**config.mk**
```make
export PLATFORM = sky130hd
export DESIGN_NAME = ula_seq_flat
export DESIGN_NICKNAME = d
export VERILOG_FILES = /design/src/rtl/ula_seq_if.sv /design/src/rtl/ula_seq.sv /design/src/flat_wrapper.sv
export SDC_FILE = /design/constraint.sdc
export NUM_CORES = 1
export LEC_CHECK = 0
export CAP_MARGIN = 20
export CORE_UTILIZATION = 40
export CTS_CLUSTER_SIZE = 8
export DETAILED_ROUTE_END_ITERATION = 7
export HOLD_SLACK_MARGIN = 0.06
export SLEW_MARGIN = 20
export SYNTH_ARGS = -nofsm -noshare
export SYNTH_HDL_FRONTEND = slang
export SYNTH_SLANG_ARGS = --single-unit
export TNS_END_PERCENT = 20
```
**constraint.sdc**
```tcl
create_clock -name clk -period 7.4 [get_ports clk]
set_input_delay 1.85 -clock clk [delete_from_list [all_inputs] [get_ports clk]]
set_output_delay 1.85 -clock clk [all_outputs]
set_load 0.01 [all_outputs]
```
**src/rtl/ula_seq_if.sv**
```systemverilog
// ula_seq_if: operand/result bus of the sequential ALU with master/slave views
//   start  : request, taken only while ocupado=0
//   sel    : operation select
//   a, b   : W-bit unsigned operands
//   saida  : 2W-bit registered result
//   carry, zero, divzero : status flags of the last completed op
//   ocupado: iterative op in progress
//   pronto : one-cycle pulse when saida/flags were just written
interface ula_seq_if #(parameter int W = 4);
  logic           start;
  logic [3:0]     sel;
  logic [W-1:0]   a;
  logic [W-1:0]   b;
  logic [2*W-1:0] saida;
  logic           carry;
  logic           zero;
  logic           divzero;
  logic           ocupado;
  logic           pronto;
  modport master (output start, sel, a, b,
                  input  saida, carry, zero, divzero, ocupado, pronto);
  modport slave  (input  start, sel, a, b,
                  output saida, carry, zero, divzero, ocupado, pronto);
endinterface

```
**src/rtl/ula_seq.sv**
```systemverilog
// ula_seq: registered W-bit ALU, 16 ops, iterative multiply/divide, start/ocupado/pronto handshake
//   clk     : rising-edge clock
//   reset_n : asynchronous active-low reset
//   bus     : ula_seq_if slave view (start, sel, a, b in; saida, flags, ocupado, pronto out)
module ula_seq #(
  parameter int W = 4
) (
  input logic      clk,
  input logic      reset_n,
  ula_seq_if.slave bus
);
  localparam int CW = $clog2(W + 1);
  typedef enum logic {OCIOSO, CALC} state_t;
  state_t         state, state_n;
  logic [3:0]     op_sel;
  logic [W-1:0]   op_a, op_b;
  logic           pend;
  logic [CW-1:0]  cnt;
  logic [2*W-1:0] acc, mcand;
  logic [W-1:0]   q;
  logic [2*W-1:0] saida_q;
  logic           carry_q, zero_q, divzero_q, pronto_q;
  logic           accept, iter, last, is_mul;
  logic [W:0]     sum, dif;
  logic [2*W-1:0] s_res;
  logic           s_c;
  logic [2*W-1:0] mul_n, it_acc, it_res;
  logic [W:0]     r_sh, r_n;
  logic           ge;
  logic [W-1:0]   q_n;
  // Requests are only looked at while idle; a divide by zero is answered in one cycle.
  assign accept = bus.start && (state == OCIOSO);
  assign iter   = (bus.sel == 4'b0010) || ((bus.sel == 4'b0011) && (bus.b != '0));
  assign last   = cnt == CW'(W - 1);
  assign is_mul = !op_sel[0];
  always_comb begin
    state_n = (state == OCIOSO) ? ((accept && iter) ? CALC : OCIOSO)
                                : (last ? OCIOSO : CALC);
  end
  assign sum = {1'b0, op_a} + {1'b0, op_b};
  assign dif = {1'b0, op_a} - {1'b0, op_b};
  // One-cycle ops work on the latched operands; dif[W] is the borrow.
  always_comb begin
    s_res = '0;
    s_c   = 1'b0;
    case (op_sel)
      4'h0: begin s_res = (2*W)'(sum); s_c = sum[W]; end
      4'h1: begin s_res = (2*W)'(dif[W-1:0]); s_c = dif[W]; end
      4'h3: s_res = '1;
      4'h4: {s_c, s_res[W-1:0]} = {op_a, 1'b0};
      4'h5: {s_res[W-1:0], s_c} = {1'b0, op_a};
      4'h6: s_res[W-1:0] = {op_a[0], op_a[W-1:1]};
      4'h7: s_res[W-1:0] = {op_a[W-2:0], op_a[W-1]};
      4'h8: s_res[W-1:0] = op_a & op_b;
      4'h9: s_res[W-1:0] = op_a | op_b;
      4'hA: s_res[W-1:0] = op_a ^ op_b;
      4'hB: s_res[W-1:0] = ~(op_a & op_b);
      4'hC: s_res[W-1:0] = ~(op_a | op_b);
      4'hD: s_res[W-1:0] = ~(op_a ^ op_b);
      4'hE: s_res[0] = op_a > op_b;
      4'hF: s_res[0] = op_a == op_b;
      default: ;
    endcase
  end
  // Multiply: acc accumulates mcand (a shifted left) whenever the low multiplier bit in q is set.
  // Divide: acc holds the partial remainder, q shifts the dividend out and the quotient in.
  assign mul_n  = acc + (q[0] ? mcand : '0);
  assign r_sh   = {acc[W-1:0], q[W-1]};
  assign ge     = r_sh >= {1'b0, op_b};
  assign r_n    = ge ? r_sh - {1'b0, op_b} : r_sh;
  assign q_n    = {q[W-2:0], ge};
  assign it_acc = is_mul ? mul_n : (2*W)'(r_n);
  assign it_res = is_mul ? mul_n : {r_n[W-1:0], q_n};
  always_ff @(posedge clk or negedge reset_n) begin
    if (!reset_n) begin
      state     <= OCIOSO;
      pend      <= 1'b0;
      cnt       <= '0;
      op_sel    <= '0;
      op_a      <= '0;
      op_b      <= '0;
      acc       <= '0;
      mcand     <= '0;
      q         <= '0;
      saida_q   <= '0;
      carry_q   <= 1'b0;
      zero_q    <= 1'b1;
      divzero_q <= 1'b0;
      pronto_q  <= 1'b0;
    end else begin
      state    <= state_n;
      pend     <= accept && !iter;
      pronto_q <= 1'b0;
      if (accept) begin
        op_sel <= bus.sel;
        op_a   <= bus.a;
        op_b   <= bus.b;
        acc    <= '0;
        mcand  <= (2*W)'(bus.a);
        q      <= bus.sel[0] ? bus.a : bus.b;
        cnt    <= '0;
      end else if (state == CALC) begin
        acc   <= it_acc;
        mcand <= mcand << 1;
        q     <= is_mul ? q >> 1 : q_n;
        cnt   <= cnt + 1'b1;
      end
      if (pend) begin
        saida_q   <= s_res;
        carry_q   <= s_c;
        zero_q    <= s_res == '0;
        divzero_q <= op_sel == 4'h3;
        pronto_q  <= 1'b1;
      end else if ((state == CALC) && last) begin
        saida_q   <= it_res;
        carry_q   <= 1'b0;
        zero_q    <= it_res == '0;
        divzero_q <= 1'b0;
        pronto_q  <= 1'b1;
      end
    end
  end
  assign bus.saida   = saida_q;
  assign bus.carry   = carry_q;
  assign bus.zero    = zero_q;
  assign bus.divzero = divzero_q;
  assign bus.pronto  = pronto_q;
  assign bus.ocupado = state == CALC;
endmodule

```
**src/flat_wrapper.sv**
```systemverilog
// flat-port wrapper written by rule: the top's interface ports become plain ports
module ula_seq_flat 
#(
  parameter int W = 4
)
  (clk, reset_n, bus_start, bus_sel, bus_a, bus_b, bus_saida, bus_carry, bus_zero, bus_divzero, bus_ocupado, bus_pronto);
  ula_seq_if #(.W(W)) bus_i ();
  input logic clk;
  input logic reset_n;
  input wire logic [$bits(bus_i.start)-1:0] bus_start;
  input wire logic [$bits(bus_i.sel)-1:0] bus_sel;
  input wire logic [$bits(bus_i.a)-1:0] bus_a;
  input wire logic [$bits(bus_i.b)-1:0] bus_b;
  output wire logic [$bits(bus_i.saida)-1:0] bus_saida;
  output wire logic [$bits(bus_i.carry)-1:0] bus_carry;
  output wire logic [$bits(bus_i.zero)-1:0] bus_zero;
  output wire logic [$bits(bus_i.divzero)-1:0] bus_divzero;
  output wire logic [$bits(bus_i.ocupado)-1:0] bus_ocupado;
  output wire logic [$bits(bus_i.pronto)-1:0] bus_pronto;
  assign bus_i.start = bus_start;
  assign bus_i.sel = bus_sel;
  assign bus_i.a = bus_a;
  assign bus_i.b = bus_b;
  assign bus_saida = bus_i.saida;
  assign bus_carry = bus_i.carry;
  assign bus_zero = bus_i.zero;
  assign bus_divzero = bus_i.divzero;
  assign bus_ocupado = bus_i.ocupado;
  assign bus_pronto = bus_i.pronto;
  ula_seq #(.W(W)) u_core (.clk(clk), .reset_n(reset_n), .bus(bus_i));
endmodule
```
==> impl_metrics.toml <==
[sta]
clock.fmax_mhz = 291
finalMaxSlewViolations = 0
skew_ns = 0.0185
fin_crit_sh = 0.465
setup_slack_ns = 3.96
rsz0062_at_grt = "false"
final.min_clock_period_ns = 3.44
setup_violations = 0
tightest_slew_ns = 0.891
relSlewSlack = 0.406
finalSetupTns_ns = 0
hold_violations = 0
worst_hold_slack_ns = 0.481

[hold_path]
hp-class = "flip-flop to flip-flop"

[clock_network]
post_cts_buffers = 0
cts_tree = "done"
cts_hold_buf = 0
clk_latency_ns = 0.31
cts_made_buffers = 5
cts_resized = 0
cts.sinks = 49
clockBufferDepth = 2
cts-root-buf = "clkbuf_8"
cts-htree-levels = 2
clkSlewWorstSetupHoldPaths_ns = 0.10

[critical_path]
crit_end = "u_core.q[0]"
worst_setup_path_start_kind = "input pin"
worst_setup_path_end_kind = "flip-flop"
crit_fanout = 16
r2r_end = "u_core.bus.zero"
worstPathArrival_ns = 3.68
timing.critical_path.from = "bus_start"
ff2ff_path_depth = 9
reg2reg_from = "u_core.q[0]"
ff2ff_setup_slack_ns = 4.64
path_class = "input pin to flip-flop"
critical_path_required_ns = 7.64

[floorplanning]
fp.coreArea_um2 = 8850
num_io_pins = 28
initial_core_util = 0.420
die-width_um = 98.4
die_area_um2 = 9680
die_h_um = 98.4
row_count = 34

[power]
netSwitchingFraction = 0.483
ir_drop_uv = 148
internal-power_mw = 0.958
seqPwrFrac = 0.298
cellLeakagePower_nw = 1.79
clkPwrFrac = 0.093
switchingPower_mw = 0.895
cellPowerDensity_nw_per_um2 = 453
p_total_mw = 1.85
power_frac_comb = 0.609

[routing]
postRouteAntennaNets = 0
wirelength_um = 9060
wl_met3_um = 514
route.detailed.drc = 0
wl_per_cell_um = 17.1
drt-pass1-iter-count = 7
wl_met2_um = 4070
met1_length_um = 4390
drt-initial-drc-count = 254
dr.max_layer_used = "met4"
vias = 3090
viasPerCell = 5.83

[finish]
fin_nets = 465
fillers = 872
multi_input_area_um2 = 2260
mostFrequentLayoutCell = "dfrtp_1"
drive_gt1_frac = 0.109
mostFrequentLayoutCells = "dfrtp_1, o21ai_0, nand2_1"
diodes = 0
area_delta_synth_final_pct = 10.1
seqCellArea_um2 = 1230

[logic_synthesis]
synth-edff-count = 0
syn_area_um2 = 3710
yosysTopAreaCell = "dfrtp_1"
syn_inst = 407
avgSynthCellArea_um2 = 9.13
synthesis.yosys.warnings = 0
synthDistinctLibCells = 65
seq_area_frac_synth = 0.330
netlist_top_cells_area = "dfrtp_1, ha_1, mux2i_1, o21ai_0, mux2_2"
synth_seq_cells = 49
syn_nets = 451
synthFlopType = "dfrtp_1"
yosysTopAreaCellShare = 0.323
synthArstFlopShare = 1.00

[global_routing]
grt_pass1_vias = 2992
grt_start_max_net_pins = 50
grtUsageTotal = 0.200
grt_pass1_wl_um = 15200
antenna_found_initial = 0
gr-total-overflow = 0

[status]
outcome = "finished clean"

[place]
routabilityCongestion = 0.888
port-buffer-count = 27
dp_hpwl_um = 6770
dpl_worst_slack_ns = 3.62

[job]
maxCapViolCount = 0
area by class of cell:
cell class,count,area share
clock inverters,2,0.00398
multi-input cells,314,0.553
flip-flops and latches,49,0.300
well taps,108,0.0330
repair buffers,30,0.0703
inverters,21,0.0193
clock buffers,6,0.0202
metal layers:
metal,track usage,vias to the layer above
met2,0.308,94
met3,0.0408,10
met4,0.0390,0
met5,0,-
met1,0.291,1481
li1,-,1505
cell usage after synthesis (all sizes together), types with 2 or more instances:
library cell / n
dfrtp: 48
o21ai: 34
nand2: 31
nor2: 31
a21oi: 26
ha: 25
inv: 21
mux2i: 19
buf: 15
mux2: 13
nand3: 12
a31oi: 9
a211oi: 8
and2: 8
clkbuf: 8
o22ai: 8
nor3: 7
a21o: 6
nor2b: 6
xnor2: 6
nand3b: 5
xor2: 5
a22o: 4
fa: 4
nand2b: 4
o31ai: 4
a211o: 3
a32oi: 3
o21bai: 3
or4: 3
a22oi: 2
a31o: 2
a32o: 2
and3: 2
nand4b: 2
nor4: 2
o21a: 2
o32ai: 2
worst min path at each step:
| stage | startpoint | end | slack, ns | cells after the start |
|---|---|---|---|---|
| 3_5_place_dp | u_core.bus.divzero | u_core.bus.divzero | 0.47 | 2 |
| 4_1_cts | u_core.bus.divzero | u_core.bus.divzero | 0.49 | 2 |
| 5_1_grt | u_core.bus.divzero | u_core.bus.divzero | 0.53 | 2 |
| 2_1_floorplan | u_core.acc[5] | u_core.acc[5] | 0.46 | 2 |
| 6_report | u_core.bus.divzero | u_core.bus.divzero | 0.48 | 2 |
| 3_3_place_gp | u_core.bus.divzero | u_core.bus.divzero | 0.46 | 2 |
worst max-delay path, stage by stage:
cell             delay, ns
clkdlybuf4s50_1       0.70
nand2_1               0.47
nor2_1                0.22
a31oi_1               0.07
a21oi_1               0.17
nor2_1                0.05
a31oi_1               0.14
cells by family (layout without fill, tap and decap cells):
kind of cell             count (synthesis)  in the layout  share of synthesized area
AO/OA/AOI/OAI                          124            124                      0.223
XOR/XNOR                                11             11                     0.0259
adder cells (fa/ha/maj)                 29             29                      0.106
buffers and inverters                   44             59                     0.0603
flip-flops                              49             49                      0.330
multiplexers                            32             32                     0.0906
AND/OR/NAND/NOR                        118            118                      0.164
stage by stage:
step / cells / area [µm²] / util
2_1_floorplan: 407 / 3710 / -
3_3_place_gp: 522 / 3990 / 0.451
3_5_place_dp: 522 / 3990 / 0.451
4_1_cts: 530 / 4090 / 0.462
5_1_grt: 530 / 4090 / 0.462
6_report: 530 / 4090 / 0.462
state kept, by name, indices dropped and copies added (netlist names):
signal	cells
u_core.bus.ocupado	1
u_core.pend	1
u_core.cnt	3
u_core.bus.zero	1
u_core.op_b	4
u_core.q	4
u_core.acc	8
u_core.bus.saida	8
u_core.bus.pronto	1
u_core.bus.divzero	1
u_core.bus.carry	1
u_core.op_a	4
u_core.mcand	8
u_core.op_sel	4
power by group through the flow:
stage | Sequential (mW) | Combinational (mW) | Clock (mW)
global placement | 0.552 | 1.11 | 0
floorplan | 0.478 | 0.913 | 0
CTS | 0.549 | 1.13 | 0.178
finish | 0.553 | 1.13 | 0.172
detailed placement | 0.555 | 1.12 | 0
global route | 0.576 | 1.26 | 0.190
Note: power is estimated with default switching activity, not from simulation.
